--- src/rtl/deserializador_8_if.sv ---
// Byte-in / word-out bus between the PHY-side byte stream and the MAC-side packer.
// The master drives bytes and width selection; the slave (packer) returns assembled words.
interface deserializador_8_if #(
  parameter int BYTE_W = 8,
  parameter int WORD_W = 32
);
  logic [1:0]        PCLK;
  logic              MODO;
  logic [BYTE_W-1:0] in_8;
  logic              valid_in;
  logic              sync;
  logic [WORD_W-1:0] out_32;
  logic              valid_out;
  logic              busy;

  modport master (
    output PCLK, MODO, in_8, valid_in, sync,
    input  out_32, valid_out, busy
  );

  modport slave (
    input  PCLK, MODO, in_8, valid_in, sync,
    output out_32, valid_out, busy
  );
endinterface

--- src/rtl/deserializador_8.sv ---
// Receive-side byte packer: assembles 8-bit PHY bytes into 32/16/8-bit MAC words,
// first byte in the most significant used byte, unused upper bytes zero.

// One byte slot of the accumulator: load the incoming byte, clear on word start, else hold.
module deser_slot #(
  parameter int BYTE_W = 8
) (
  input  logic [BYTE_W-1:0] cur_i,
  input  logic [BYTE_W-1:0] byte_i,
  input  logic              we_i,
  input  logic              clr_i,
  output logic [BYTE_W-1:0] nxt_o
);
  assign nxt_o = we_i ? byte_i : (clr_i ? '0 : cur_i);
endmodule

module deserializador_8 #(
  parameter int BYTE_W = 8,
  parameter int WORD_W = 32
) (
  input  logic                 clk,
  input  logic                 reset_L,
  deserializador_8_if.slave    bus
);
  localparam int NB = WORD_W / BYTE_W;
  localparam int CW = 3;

  typedef enum logic {IDLE, COLLECT} state_e;

  state_e                       state_q;
  logic [CW-1:0]                cnt_q;
  logic [CW-1:0]                n_q;
  logic [NB-1:0][BYTE_W-1:0]    acc_q;
  logic [NB-1:0][BYTE_W-1:0]    acc_d;
  logic [NB-1:0][BYTE_W-1:0]    out_q;
  logic                         vld_q;
  logic                         busy_q;

  logic [CW-1:0] eff_n;
  logic [CW-1:0] n_use;
  logic [CW-1:0] k;
  logic [CW-1:0] pos;
  logic          start;
  logic          accept;
  logic          done;

  // A byte opens a new word when idle or when sync realigns; width is then sampled
  // from PCLK/MODO, otherwise the width latched at word start is used.
  always_comb begin
    eff_n = '0;
    if (bus.MODO) eff_n = CW'(NB);
    else begin
      case (bus.PCLK)
        2'b00:   eff_n = CW'(NB);
        2'b01:   eff_n = CW'(2);
        2'b10:   eff_n = CW'(1);
        default: eff_n = '0;
      endcase
    end
    start  = bus.sync || (state_q == IDLE);
    n_use  = start ? eff_n : n_q;
    k      = start ? '0 : cnt_q;
    accept = bus.valid_in && (n_use != '0);
    pos    = n_use - CW'(1) - k;
    done   = accept && ((k + CW'(1)) == n_use);
  end

  for (genvar i = 0; i < NB; i++) begin : g_slot
    deser_slot #(.BYTE_W(BYTE_W)) u_slot (
      .cur_i  (acc_q[i]),
      .byte_i (bus.in_8),
      .we_i   (accept && (pos == CW'(i))),
      .clr_i  (start),
      .nxt_o  (acc_d[i])
    );
  end

  always_ff @(posedge clk or negedge reset_L) begin
    if (!reset_L) begin
      state_q <= IDLE;
      cnt_q   <= '0;
      n_q     <= '0;
      acc_q   <= '0;
      out_q   <= '0;
      vld_q   <= 1'b0;
      busy_q  <= 1'b0;
    end else begin
      vld_q <= 1'b0;
      if (accept) begin
        if (done) begin
          out_q   <= acc_d;
          vld_q   <= 1'b1;
          acc_q   <= '0;
          cnt_q   <= '0;
          state_q <= IDLE;
          busy_q  <= 1'b0;
        end else begin
          acc_q   <= acc_d;
          cnt_q   <= k + CW'(1);
          n_q     <= n_use;
          state_q <= COLLECT;
          busy_q  <= 1'b1;
        end
      end else if (bus.sync) begin
        // Realign with no usable byte: drop the partial word entirely.
        acc_q   <= '0;
        cnt_q   <= '0;
        state_q <= IDLE;
        busy_q  <= 1'b0;
      end
    end
  end

  assign bus.out_32    = out_q;
  assign bus.valid_out = vld_q;
  assign bus.busy      = busy_q;
endmodule

--- src/flat_wrapper.sv ---
// flat-port wrapper written by rule: the top's interface ports become plain ports
module deserializador_8_flat 
#(
  parameter int BYTE_W = 8,
  parameter int WORD_W = 32
)
  (clk, reset_L, bus_PCLK, bus_MODO, bus_in_8, bus_valid_in, bus_sync, bus_out_32, bus_valid_out, bus_busy);
  deserializador_8_if #(.BYTE_W(BYTE_W), .WORD_W(WORD_W)) bus_i ();
  input  logic clk;
  input  logic reset_L;
  input wire logic [$bits(bus_i.PCLK)-1:0] bus_PCLK;
  input wire logic [$bits(bus_i.MODO)-1:0] bus_MODO;
  input wire logic [$bits(bus_i.in_8)-1:0] bus_in_8;
  input wire logic [$bits(bus_i.valid_in)-1:0] bus_valid_in;
  input wire logic [$bits(bus_i.sync)-1:0] bus_sync;
  output wire logic [$bits(bus_i.out_32)-1:0] bus_out_32;
  output wire logic [$bits(bus_i.valid_out)-1:0] bus_valid_out;
  output wire logic [$bits(bus_i.busy)-1:0] bus_busy;
  assign bus_i.PCLK = bus_PCLK;
  assign bus_i.MODO = bus_MODO;
  assign bus_i.in_8 = bus_in_8;
  assign bus_i.valid_in = bus_valid_in;
  assign bus_i.sync = bus_sync;
  assign bus_out_32 = bus_i.out_32;
  assign bus_valid_out = bus_i.valid_out;
  assign bus_busy = bus_i.busy;
  deserializador_8 #(.BYTE_W(BYTE_W), .WORD_W(WORD_W)) u_core (.clk(clk), .reset_L(reset_L), .bus(bus_i));
endmodule
--- config.mk ---
export PLATFORM = sky130hd
export DESIGN_NAME = deserializador_8_flat
export DESIGN_NICKNAME = d
export VERILOG_FILES = /design/src/rtl/deserializador_8_if.sv /design/src/rtl/deserializador_8.sv /design/src/flat_wrapper.sv
export SDC_FILE = /design/constraint.sdc
export NUM_CORES = 1
export LEC_CHECK = 0
export CORE_MARGIN = 3
export CORE_UTILIZATION = 54
export CTS_CLUSTER_DIAMETER = 80
export CTS_CLUSTER_SIZE = 25
export DETAILED_ROUTE_END_ITERATION = 10
export HOLD_SLACK_MARGIN = 0.1
export PLACE_DENSITY = 0.79
export SYNTH_ARGS = -nofsm -noshare
export SYNTH_HDL_FRONTEND = slang
export SYNTH_SLANG_ARGS = --single-unit
--- constraint.sdc ---
create_clock -name clk -period 3.7 [get_ports clk]
set_clock_uncertainty 0.15 [all_clocks]
set_input_delay 0.37 -clock clk [delete_from_list [all_inputs] [get_ports clk]]
set_output_delay 0.37 -clock clk [all_outputs]
set_load 0.02 [all_outputs]
==> run metrics <==
H-tree depth=3; Post-CTS Setup Inserts=0; die height=86.13 microns; Post-Layout Inst Area=0.004208 sq mm; RSZ-0062 raised after global routing=false; DP Worst Slack=-0.0001685 ns; Crit. End Element=register; Cells after Synth=between 300 and 400; Die Width=86.13 microns; Min-Delay Path Class=input port to asynchronous set/reset pin; core footprint=0.006061 sq mm; clock buffer depth=2; Area Growth Syn to Fin=21.36%; Via Count=2591; outcome=complete, no violations; Wirelength per Cell=between 15 and 20 microns; Fmax achieved=296.5 MHz; total die area=between 0.007 and 0.008 sq mm; Ys Warns=0; mapped cell area=about 0.0035 sq mm; nets@finish=383; First DRT Iteration DRCs=between 150 and 200; WS Path Type=register to register; post-route minimum period=3.372 ns; Pwr Density=671.8 mW/mm^2; fin crit share=91.14%; CTS Buf Count=9; worst flop-to-flop path endpoint=u_core.acc_q[7]; GR Util All Layers=22.74%; setup slack after layout=0.3278 ns; Required @ worst endpoint=3.79 ns; GP Congestion=0.8470; critical path startpoint=u_core.bus.busy; top cells by count, synth=72 x dfrtp_1, 42 x nor2_1, 33 x nand2_1; data arrival time of the critical path=3.47 ns; FF+latch count, synth=72; leakage=1.771 nW; Fill cells=444; vias in the first global route=2534; Hold Fails Final Rpt=0; initial antenna violation count=0; Critical Path Source Type=register; Port Buf Inserts=48; Net Switching=1.044 mW; Root Buffer=clkbuf_8; total power=2.827 mW; Resized Gates After CTS=0; number of hold buffers added after CTS=0; cell taking the most area after synthesis=dfrtp_1; first-pass GRT wire length=12860 microns; Clk network pwr share=20.1%; IO Pins=49; sequential share of power=between 30% and 40%; Reg area=0.001802 sq mm; syn_area_per_cell=11.18 sq um; CP Max Fanout=15; Multi-input gate area=0.001546 sq mm; CTS clk-pin slew, worst paths=0.08 ns; DRC viols=0; Switching Share=36.93%; # diodes=0; Synth async-reset ratio=between 90% and 100%; Overflow after GRT=0; Pre-antenna DRT Iters=4; sequential share of the synthesized area=51.97%; Mapped Nets=328; Post-Route WL=7688 microns; CTS tree=built; dpl cell area=around 0.0040 sq mm; share of post-route cells with drive strength above 1=15.14%; worst IR drop on VDD=between 400 and 500 uV; Clock Sinks=between 70 and 80; largest net degree at the start of global routing=67; DR vias/cell=5.822; Post-synth EDFFs=0; Post-DRT Antenna Nets=0; Pins Over Slew Limit=0; internal cell power=~1.8 mW; cell row count=28; RR Startpoint=u_core.bus.busy; most area-consuming cells after synthesis=dfrtp_1 52%, nor2_1 4.5%, a21oi_1 4.5%; Slew @ Worst Pin=1.152 ns; Initial Utilization=57.20%; final setup violation count=0; worst reg-to-reg setup slack=0.33 ns; Netlist cell types=51; most frequent cell after synthesis=dfrtp_1; Logic pwr share=40.2%; top_reg_cell synth=dfrtp_1; Worst-Skew Late Latency=~0.35 ns; max cap viols=0; Slew Limit Headroom=between 20% and 30%; post-DP HPWL=~5300 microns; Yosys top cell area share=51.97%; worst r2r path cells=12
final cells by class:
type,instances,area share (%)
Timing Repair Buffer,60,13.74
Tap cell,75,2.230
Inverter,2,0.1784
Sequential cell,72,42.82
Multi-Input combinational cell,220,36.75
Clock inverter,6,1.011
Clock buffer,10,3.271
worst max-delay path by stage:
stage	to	slack, ns	cells past startpoint
after floorplan	u_core.acc_q[16]	0.54	14
after global placement	u_core.acc_q[7]	0.03	13
after detailed placement	u_core.acc_q[1]	-0.0002	13
after CTS	u_core.acc_q[7]	0.35	12
after global routing	u_core.acc_q[7]	0.14	12
final	u_core.acc_q[7]	0.33	12
power by group through the flow:
stage	Clock, mW	Sequential [mW]	Combinational, mW
finish	0.567	1.12	1.14
global placement	0	1.13	1.12
global route	0.619	1.15	1.23
CTS	0.580	1.13	1.15
floorplan	0	1.34	0.435
detailed placement	0	1.14	1.14
cell usage in the layout, fill, tap and decap left out, types with 3 or more instances in the layout:
cell             netlist  final
clkdlybuf4s50_1        0     47
nor2_1                42     42
nand2_1               33     33
o21ai_4                5      5
o2bb2ai_1              8      8
clkbuf_8               0     10
and2_1                 9      9
a22o_1                17     17
nand3_1                3      3
a21oi_1               31     31
buf_4                  0     11
a22oi_1               12     12
dfrtp_1               72     72
a22oi_2                3      3
a32o_1                 8      8
nor3_4                 2      3
a21oi_2                4      4
o21ai_0                3      3
nand2b_1               3      3
metrics by stage:
stage	util, %	TNS, ns	hold slack, ns	std cells
after floorplan	-	0	-0.07559	310
after global placement	66.45	0	0.3225	429
after detailed placement	66.45	-0.0001685	0.3232	429
after CTS	69.43	0	0.1306	445
after global routing	69.43	0	0.1777	445
final	69.43	0	0.1001	445
layer usage:
metal	vias up	GRT usage [%]	routed length [microns]
met5	-	0	0
met1	1243	32.72	3468
met4	0	9.784	144
li1	1231	-	-
met2	104	33.99	3565
met3	13	3.939	510
critical path: stages, from the launching register on:
cell and delay (ns):
dfrtp_1 0.43, nor2b_1 0.18, nor2_1 0.09, nand2_1 0.06
o21ai_0 0.21, ha_1 0.19, inv_1 0.05, fa_1 0.45
xor2_4 0.23, mux2i_4 0.24, nor3_4 0.58, o21ai_4 0.16
a22o_1 0.26
sequential cells by signal, summed over array words and instances, names as in the netlist:
register,cells
u_core.bus.valid_out,1
u_core.acc_q,32
u_core.n_q,3
u_core.bus.out_32,32
u_core.bus.busy,1
u_core.cnt_q,3
cells by family (layout without fill, tap and decap cells):
| kind of cell | count (synthesis) | in the layout | synth area share, % |
|---|---|---|---|
| AO/OA/AOI/OAI | 102 | 102 | 24.22 |
| XOR/XNOR | 6 | 6 | 2.491 |
| adder cells (fa/ha/maj) | 3 | 3 | 1.299 |
| buffers and inverters | 18 | 78 | 3.609 |
| flip-flops | 72 | 72 | 51.97 |
| multiplexers | 5 | 5 | 2.021 |
| AND/OR/NAND/NOR | 104 | 104 | 14.40 |
(Power assumes the default switching activity.)
